### src/rtl/adder_tree_acc_if.sv
// Beat input / packet result bundle for adder_tree_acc.
// The design drives the result side through the slave modport; the producer uses master.
interface adder_tree_acc_if #(
  parameter int N_IN  = 16,
  parameter int IN_W  = 16,
  parameter int ACC_W = 40
);
  logic                    clear;
  logic                    in_valid;
  logic                    in_last;
  logic [N_IN*IN_W-1:0]    in_data;
  logic                    out_valid;
  logic signed [ACC_W-1:0] out_sum;
  logic                    out_ovf;

  modport master (
    output clear, in_valid, in_last, in_data,
    input  out_valid, out_sum, out_ovf
  );

  modport slave (
    input  clear, in_valid, in_last, in_data,
    output out_valid, out_sum, out_ovf
  );
endinterface

### src/rtl/adder_tree_acc.sv
// Pipelined signed adder tree (log2(N_IN) registered levels) followed by a packet accumulator.
// Optional macro ADDER_TREE_ACC_SAT_EN enables saturating accumulation and the out_ovf flag.
module adder_tree_acc #(
  parameter int N_IN  = 16,
  parameter int IN_W  = 16,
  parameter int ACC_W = 40
) (
  input logic          clk,
  input logic          reset,
  adder_tree_acc_if.slave bus
);
  localparam int L  = $clog2(N_IN);
  localparam int TW = IN_W + L;

  // Level j holds N_IN>>j partial sums of IN_W+j bits; level 0 is the raw input.
  for (genvar j = 0; j <= L; j++) begin : lvl
    localparam int W   = IN_W + j;
    localparam int CNT = N_IN >> j;
    logic signed [W-1:0] sum [CNT];
    logic                vld;
    logic                lst;

    if (j == 0) begin : g_in
      for (genvar k = 0; k < CNT; k++) begin : g_op
        assign sum[k] = bus.in_data[k*IN_W +: IN_W];
      end
      assign vld = bus.in_valid & ~bus.clear;
      assign lst = bus.in_last;
    end else begin : g_add
      always_ff @(posedge clk or posedge reset) begin
        if (reset) begin
          for (int k = 0; k < CNT; k++) sum[k] <= '0;
          vld <= 1'b0;
          lst <= 1'b0;
        end else if (bus.clear) begin
          vld <= 1'b0;
          lst <= 1'b0;
        end else begin
          vld <= lvl[j-1].vld;
          lst <= lvl[j-1].lst;
          for (int k = 0; k < CNT; k++)
            sum[k] <= {lvl[j-1].sum[2*k][W-2], lvl[j-1].sum[2*k]} +
                      {lvl[j-1].sum[2*k+1][W-2], lvl[j-1].sum[2*k+1]};
        end
      end
    end
  end

  logic signed [TW-1:0]    tree_sum;
  logic signed [ACC_W-1:0] tree_ext;
  logic signed [ACC_W-1:0] acc;
  logic signed [ACC_W-1:0] acc_base;
  logic signed [ACC_W-1:0] acc_next;
  logic                    tree_vld;
  logic                    tree_lst;
  logic                    in_pkt;

  assign tree_sum = lvl[L].sum[0];
  assign tree_vld = lvl[L].vld;
  assign tree_lst = lvl[L].lst;
  assign tree_ext = ACC_W'(tree_sum);
  // in_pkt low means the next valid beat starts a fresh packet.
  assign acc_base = in_pkt ? acc : '0;

`ifdef ADDER_TREE_ACC_SAT_EN
  logic signed [ACC_W:0] wide;
  logic                  clip;
  logic                  ovf_seen;

  always_comb begin
    wide     = {acc_base[ACC_W-1], acc_base} + {tree_ext[ACC_W-1], tree_ext};
    clip     = wide[ACC_W] ^ wide[ACC_W-1];
    acc_next = wide[ACC_W-1:0];
    if (clip)
      acc_next = wide[ACC_W] ? {1'b1, {(ACC_W-1){1'b0}}} : {1'b0, {(ACC_W-1){1'b1}}};
  end

  // out_ovf reports the finished packet and drops when the next packet begins.
  always_ff @(posedge clk or posedge reset) begin
    if (reset) begin
      ovf_seen    <= 1'b0;
      bus.out_ovf <= 1'b0;
    end else if (bus.clear) begin
      ovf_seen    <= 1'b0;
      bus.out_ovf <= 1'b0;
    end else if (tree_vld) begin
      if (tree_lst) begin
        bus.out_ovf <= (in_pkt & ovf_seen) | clip;
        ovf_seen    <= 1'b0;
      end else begin
        ovf_seen <= (in_pkt & ovf_seen) | clip;
        if (!in_pkt) bus.out_ovf <= 1'b0;
      end
    end
  end
`else
  assign acc_next    = acc_base + tree_ext;
  assign bus.out_ovf = 1'b0;
`endif

  always_ff @(posedge clk or posedge reset) begin
    if (reset) begin
      acc           <= '0;
      in_pkt        <= 1'b0;
      bus.out_valid <= 1'b0;
      bus.out_sum   <= '0;
    end else if (bus.clear) begin
      acc           <= '0;
      in_pkt        <= 1'b0;
      bus.out_valid <= 1'b0;
    end else begin
      bus.out_valid <= 1'b0;
      if (tree_vld) begin
        acc    <= acc_next;
        in_pkt <= ~tree_lst;
        if (tree_lst) begin
          bus.out_valid <= 1'b1;
          bus.out_sum   <= acc_next;
        end
      end
    end
  end
endmodule

### src/flat_wrapper.sv
// flat-port wrapper written by rule: the top's interface ports become plain ports
module adder_tree_acc_flat 
#(
  parameter int N_IN  = 16,
  parameter int IN_W  = 16,
  parameter int ACC_W = 40
)
  (clk, reset, bus_clear, bus_in_valid, bus_in_last, bus_in_data, bus_out_valid, bus_out_sum, bus_out_ovf);
  adder_tree_acc_if #(.N_IN(N_IN), .IN_W(IN_W), .ACC_W(ACC_W)) bus_i ();
  input logic clk;
  input logic reset;
  input wire logic [$bits(bus_i.clear)-1:0] bus_clear;
  input wire logic [$bits(bus_i.in_valid)-1:0] bus_in_valid;
  input wire logic [$bits(bus_i.in_last)-1:0] bus_in_last;
  input wire logic [$bits(bus_i.in_data)-1:0] bus_in_data;
  output wire logic [$bits(bus_i.out_valid)-1:0] bus_out_valid;
  output wire logic [$bits(bus_i.out_sum)-1:0] bus_out_sum;
  output wire logic [$bits(bus_i.out_ovf)-1:0] bus_out_ovf;
  assign bus_i.clear = bus_clear;
  assign bus_i.in_valid = bus_in_valid;
  assign bus_i.in_last = bus_in_last;
  assign bus_i.in_data = bus_in_data;
  assign bus_out_valid = bus_i.out_valid;
  assign bus_out_sum = bus_i.out_sum;
  assign bus_out_ovf = bus_i.out_ovf;
  adder_tree_acc #(.N_IN(N_IN), .IN_W(IN_W), .ACC_W(ACC_W)) u_core (.clk(clk), .reset(reset), .bus(bus_i));
endmodule
### config.mk
export PLATFORM = sky130hd
export DESIGN_NAME = adder_tree_acc_flat
export DESIGN_NICKNAME = d
export VERILOG_FILES = /design/src/rtl/adder_tree_acc_if.sv /design/src/rtl/adder_tree_acc.sv /design/src/flat_wrapper.sv
export SDC_FILE = /design/constraint.sdc
export NUM_CORES = 1
export LEC_CHECK = 0
export BUFFER_PORTS_ARGS = -buffer_cell sky130_fd_sc_hd__buf_2
export CAP_MARGIN = 20
export CORE_AREA = 2 2 197 276
export DETAILED_ROUTE_END_ITERATION = 12
export DIE_AREA = 0 0 199 278
export HOLD_SLACK_MARGIN = 0.02
export PLACE_DENSITY_LB_ADDON = 0.12
export SETUP_SLACK_MARGIN = 0.4
export SLEW_MARGIN = 20
export SYNTH_ARGS = -nofsm -noshare
export SYNTH_HDL_FRONTEND = slang
export SYNTH_SLANG_ARGS = --single-unit
### constraint.sdc
create_clock -name clk -period 14.3 [get_ports clk]
set_input_delay 2.86 -clock clk [delete_from_list [all_inputs] [get_ports clk]]
set_output_delay 2.86 -clock clk [all_outputs]
set_load 0.1 [all_outputs]
==> flow_summary.ini, run 1 <==
[status]
status = complete, no violations

[final_layout]
area_delta_synth_final_pct = 13.1
nFillCells = 4957
final_area_um2 = 29500
nNetsFinal = 3817
drive_above_1_share_pct = 13.4
layout_commonest_cell = nand2_1
multiInputGateArea_um2 = 16300
num_antenna_cells = 0
mostFrequentLayoutCells = nand2_1 (402), dfrtp_1 (356), o21ai_0 (308)
seqCellArea_um2 = 8910
finalNonFillerCells = 3990

[clocking]
cts_buffers = 40
ctsResizeCount = 0
ctsHoldBuffers = 0
clock_latency_ns = 0.57
cts_sinks = 356
cts.htree.levels = 2
cts_tree = done
clock_path_buffers = 3
cts-root-buf = clkbuf_16
path_clk_slew_ns = 0.06
cts_setup_buffers = 0

[grt]
grt_overflow_total = 0
grt_max_degree = 248
grt_pass1_vias = 22500
grt_antenna_before_repair = 0
grt_first_pass_wirelength_mm = 108
grt_usage_pct = 23.7

[yosys]
synthAdderAreaFrac_pct = 15.1
synth-seq-cells = 356
synth_edf_count = 0
syn-cell-area_um2 = 26100
synth_compound_area_share_pct = 21.0
seq_area_frac_synth_pct = 34.1
synth-async-reset-ratio_pct = 100
muxShareOfSynthArea_pct = 1.67
synthFlopType = dfrtp_1
yosys.area_share.simple_pct = 17.9
yosys.area_share.xor_xnor_pct = 6.70
synth_top_family_by_area = compound AO/OA/AOI/OAI gates
avgSynthCellArea_um2 = 8.72
synthesis.nets = 3560
yosysWarnings = 0
syn_inst = 2993
synth_cell_types = 90

[sta]
hold_viol_final = 0
worst_slack_ns = 9.17
setup_viol = 0
tightest_slew_ns = 1.07
grt_setup_unrepaired = no
tns_ns = 0
period_share_pct = 35.9
fmax_mhz = 195
fin_skew_ns = 0.0288
slew_headroom_pct = 28.8
post-route-min-period_ns = 5.13
maxSlewViolCount = 0

[worst_hold_path]
hold_path.startpoint = u_core.lvl[2].lst
holdPathStages = 1
hold_end = u_core.lvl[3].lst
hp-class = reg -> reg

[pwr]
fin_total_pwr_uw = 4690
leakage_uw = 0.0143
power.density_nw_per_um2 = 159
p_switching_uw = 1860
p_sw_share_pct = 39.7
p_comb_share_pct = 46.0
power_frac_clock_pct = 22.2
power_frac_seq_pct = 31.8
p_int_uw = 2830
ir_worst_vdd_mv = 0.0715

[worst_setup_path]
cp-end-kind = flop
slowest_delay_ns = 0.45
path_buf_inv = 2
crit_arrival_ns = 5.57
worstReg2RegEnd = u_core.bus.out_sum[39]
crit_type = in -> reg
crit_chain = buf_2 -> ha_1 -> inv_1 -> fa_1 -> nor2b_1 -> o21ai_0 -> a21boi_0 -> o21ai_0 -> a211o_1 -> a41oi_1 -> a31o_2 -> a21oi_1 -> o41a_1
reg2reg_from = u_core.in_pkt
ff2ff_path_depth = 12
startpoint_type = input port
critPathTopFamily = compound AO/OA/AOI/OAI gates
reg2reg_slack_ns = 10.14
cp.required_ns = 14.73
path_common_cell = o21ai_0
crit_slowest_cell = a41oi_1
worst-path-max-fanout = 3

[routing]
dr.pass1.iters = 5
wire_per_inst_um = 16.3
vias = 22300
ant_nets = 0
drtIter0Drc = 856
via_per_inst = 5.60
drc_errors = 0
drt-total-wl_mm = 64.9

[placed_design]
pre_cts_ws_ns = 8.61
io_buffers = 301
place.gp.congestion = 0.913
placed_area_um2 = 28200
place_hpwl_mm = 49.5
dp_cells = 3922

[die]
die_w_um = 199
die_h_um = 278
start_util_pct = 49.3
ios = 303
die-area_um2 = 55300
rows = 100
core-area_um2 = 52900

[run]
drv_cap = 0
power by group through the flow:
stage | Clock (uW) | Sequential [uW] | Combinational (uW)
global placement | 0 | 1500 | 2100
finish | 1040 | 1490 | 2160
detailed placement | 0 | 1510 | 2150
floorplan | 0 | 1430 | 1690
global route | 1100 | 1520 | 2450
CTS | 1070 | 1490 | 2170
worst reg2reg max path: cells and delay by family, from the launching register on:
kind	cells	cell delay (ns)
AOI/OAI and AO/OA	3	0.87
xor gates and xnor gates	1	0.39
adders and majority gates	1	0.40
buffers and inverters	1	0.32
DFF	1	0.59
muxes	1	0.27
and+or+nand+nor	5	1.20
stage by stage:
step           hold slack, ns  util (%)
2_1_floorplan           0.439         -
3_3_place_gp            0.448      53.3
3_5_place_dp            0.456      53.3
4_1_cts                 0.470      55.8
5_1_grt                 0.483      55.8
6_report                0.469      55.8
synth_stat cells (all sizes together), types with 15 or more instances:
library cell,count,area (um^2)
o21ai,321,1610
a21o,60,452
a21oi,153,777
nor3,88,440
mux2,21,236
ha,290,3630
nor2,185,694
and3,21,134
and2,73,460
a211oi,32,245
xor2,107,937
nand2b,23,144
nor2b,50,313
buf,22,98.8
inv,126,473
xnor2,90,788
mux2i,20,200
a211o,16,140
a31oi,31,209
fa,16,320
o21a,32,240
o211ai,15,113
nand3,90,455
nand2,402,1510
clkbuf,73,305
o31ai,36,270
o21bai,26,195
or3,25,158
nand4,19,119
dfrtp,356,8910
state kept, by name, summed over array words and instances, names as in the netlist:
register and flops:
u_core.in_pkt 1, u_core.lvl.vld 4, u_core.bus.out_sum 40, u_core.lvl.sum 266, u_core.lvl.lst 4, u_core.acc 40, u_core.bus.out_valid 1
cells by family (layout without fill, tap and decap cells):
family / count (synthesis) / in the layout
AO/OA/AOI/OAI: 857 / 857
XOR/XNOR: 198 / 198
adder cells (fa/ha/maj): 306 / 306
buffers and inverters: 223 / 506
flip-flops: 356 / 356
multiplexers: 41 / 41
other: 1 / 1
AND/OR/NAND/NOR: 1011 / 1011
area by class of cell:
type | instances | area share (%)
inverters | 127 | 1.64
clock inverters | 23 | 0.763
clock buffers | 45 | 3.66
flip-flops and latches | 356 | 30.2
multi-input cells | 2414 | 55.3
repair buffers | 311 | 5.48
well taps | 714 | 3.03
how the worst max path moves through the flow:
stage,startpoint,to,slack [ns],depth (start not counted)
2_1_floorplan,reset,u_core.acc[0],1.56,1
3_3_place_gp,bus_in_data[224],u_core.lvl[1].sum[16],8.68,13
3_5_place_dp,bus_in_data[224],u_core.lvl[1].sum[16],8.61,13
4_1_cts,bus_in_data[160],u_core.lvl[1].sum[50],9.20,13
5_1_grt,bus_in_data[240],u_core.lvl[1].sum[16],8.96,13
6_report,bus_in_data[224],u_core.lvl[1].sum[16],9.17,13
per-layer routing:
layer / wire length, um / vias to the layer above / share of wire, % / global-route usage [%]
met5: 0 / - / 0 / 0
met4: 1890 / 0 / 2.9 / 7.65
met3: 2100 / 100 / 3.2 / 2.71
met2: 33200 / 420 / 51 / 43.2
met1: 27700 / 10600 / 43 / 28.8
li1: - / 11200 / - / -
(Power assumes the default switching activity.)
==> run 2: changes to the inputs <==
clock period = 4.19 ns   (was 14.3 ns; I/O delays follow)
==> run 2 against run 1 <==
- via count is 0.39% higher
- critical endpoint is now u_core.acc[33]
- core utilization is 0.36 points higher
- combinational power grew to 3.5 times the previous value
- highest routed layer unchanged
- final cell count is 0.55% higher
- largest cell class unchanged
- register-to-register slack worse by 9.4 ns
- setup slack worse by 8.4 ns
- sequential share of layout area is 0.19 points lower
- die area stayed put
- clock skew is 0.011 ns lower
- final area is 0.65% higher
- clock power grew to 3.5 times the previous value
- total power grew to 3.4 times the previous value
==> flow_summary.ini, run 2 (same netlist as run 1, synthesis figures left out) <==
[final_layout]
finalNonFillerCells = 4012
nNetsFinal = 3836
nFillCells = 4977
largest_reg_flops = 266
num_antenna_cells = 0
top_regs = u_core.lvl.sum: 266 flops, u_core.acc: 40 flops, u_core.bus.out_sum: 40 flops
mostFrequentLayoutCells = nand2_1 (402), dfrtp_1 (354), o21ai_0 (308)
largest-register = u_core.lvl.sum
area_delta_synth_final_pct = 13.8
seqCellArea_um2 = 8910
multiInputGateArea_um2 = 16300
drive_above_1_share_pct = 13.7
layout_commonest_cell = nand2_1
final_area_um2 = 29700

[die]
start_util_pct = 49.3
core-area_um2 = 52900
ios = 303
rows = 100
die_h_um = 278
die_w_um = 199
die-area_um2 = 55300

[sta]
maxSlewViolCount = 0
slew_headroom_pct = 44.3
fin_skew_ns = 0.0182
period_share_pct = 81.6
tightest_slew_ns = 0.835
setup_viol = 0
hold_viol_final = 0
post-route-min-period_ns = 3.42
grt_setup_unrepaired = no
fmax_mhz = 292
worst_slack_ns = 0.771
tns_ns = 0

[worst_setup_path]
slowest_delay_ns = 0.51
startpoint_type = flop
path_buf_inv = 1
cp-end-kind = flop
critPathTopFamily = compound AO/OA/AOI/OAI gates
crit_arrival_ns = 3.87
crit_type = reg -> reg
crit_slowest_cell = dfrtp_2
cp.required_ns = 4.64
crit_chain = and2_1 -> ha_1 -> nand3_1 -> nor4_1 -> buf_4 -> nor2_1 -> a21oi_2 -> o2111a_1 -> o2111ai_1 -> a21oi_2 -> mux2i_1 -> a311o_1
path_common_cell = a21oi_2
worst-path-max-fanout = 16

[clocking]
clock_path_buffers = 3
cts_tree = done
cts_buffers = 39
cts.htree.levels = 2
cts_setup_buffers = 0
clock_latency_ns = 0.57
cts-root-buf = clkbuf_16
path_clk_slew_ns = 0.06
cts_sinks = 356

[placed_design]
place_hpwl_mm = 51.1
place.gp.congestion = 0.930
io_buffers = 301
pre_cts_ws_ns = 0.514
placed_area_um2 = 28400
dp_cells = 3942

[grt]
grt_overflow_total = 0
grt_usage_pct = 24.3
grt_max_degree = 197
grt_antenna_before_repair = 0
grt_pass1_vias = 22600
grt_first_pass_wirelength_mm = 109

[routing]
dr_wl_met3_mm = 2.16
ant_nets = 0
wire_per_inst_um = 16.6
via_per_inst = 5.59
dr.pass1.iters = 5
wl_met1_mm = 28.3
vias = 22400
drc_errors = 0
top_layer_used = met4
drt-total-wl_mm = 66.6
drtIter0Drc = 1009
wl_met2_mm = 34.1

[pwr]
ir_worst_vdd_mv = 0.308
power.density_nw_per_um2 = 542
leakage_uw = 0.0144

[status]
status = complete, no violations

[run]
drv_cap = 0

[worst_hold_path]
hp-class = in -> async
==> run 2: area by class of cell <==
| type | instances | share of cell area, % |
|---|---|---|
| multi-input cells | 2414 | 54.9 |
| flip-flops and latches | 356 | 30.0 |
| repair buffers | 331 | 6.03 |
| clock buffers | 58 | 3.90 |
| well taps | 714 | 3.01 |
| inverters | 127 | 1.62 |
| clock inverters | 12 | 0.556 |
==> run 2: per-layer routing <==
metal	global-route usage (%)	vias up
met3	2.85	99
li1	-	11300
met2	44.5	412
met1	29.2	10600
met5	0	-
met4	7.92	0
==> run 2: power by group <==
part           total [uW]  leakage (uW)  internal, uW  switching [uW]
clock                3590      0.000648          2160            1430
sequential           5050       0.00446          4340             704
combinational        7470       0.00925          3240            4230
total               16100        0.0144          9740            6370
==> run 2: path summary, 6_finish.rpt <==
path	startpoint	endpoint	slack, ns	cells past startpoint
max	u_core.in_pkt	u_core.acc[33]	0.77	12
max in group asynchronous	reset	u_core.lvl[1].sum[45]	2.85	4
min	reset	u_core.bus.out_sum[3]	0.39	3
max reg2reg	u_core.in_pkt	u_core.acc[33]	0.77	12
min reg2reg	u_core.bus.out_sum[13]	u_core.bus.out_sum[13]	0.47	2
min in group clk	u_core.bus.out_sum[13]	u_core.bus.out_sum[13]	0.47	2
==> run 2: through the flow <==
step | hold WS (ns) | power (uW) | utilization, %
4_1_cts | 0.440 | 16200 | 56.1
3_5_place_dp | 0.450 | 12500 | 53.6
2_1_floorplan | 0.439 | 10600 | -
6_report | 0.395 | 16100 | 56.1
5_1_grt | 0.462 | 17500 | 56.1
3_3_place_gp | 0.457 | 12400 | 53.6
==> run 2: timing repair <==
action | 4_1_cts | 5_1_grt
hold buffers | 0 | 0
endpoints found under the setup margin | 0 | 1
resized for setup | 0 | 1
==> run 2: worst register-to-register path, cell delays in order, from the launching register on <==
cell	delay, ns
dfrtp_2	0.51
and2_1	0.19
ha_1	0.37
nand3_1	0.12
nor4_1	0.33
buf_4	0.17
nor2_1	0.06
a21oi_2	0.20
o2111a_1	0.33
o2111ai_1	0.29
a21oi_2	0.30
mux2i_1	0.11
a311o_1	0.32
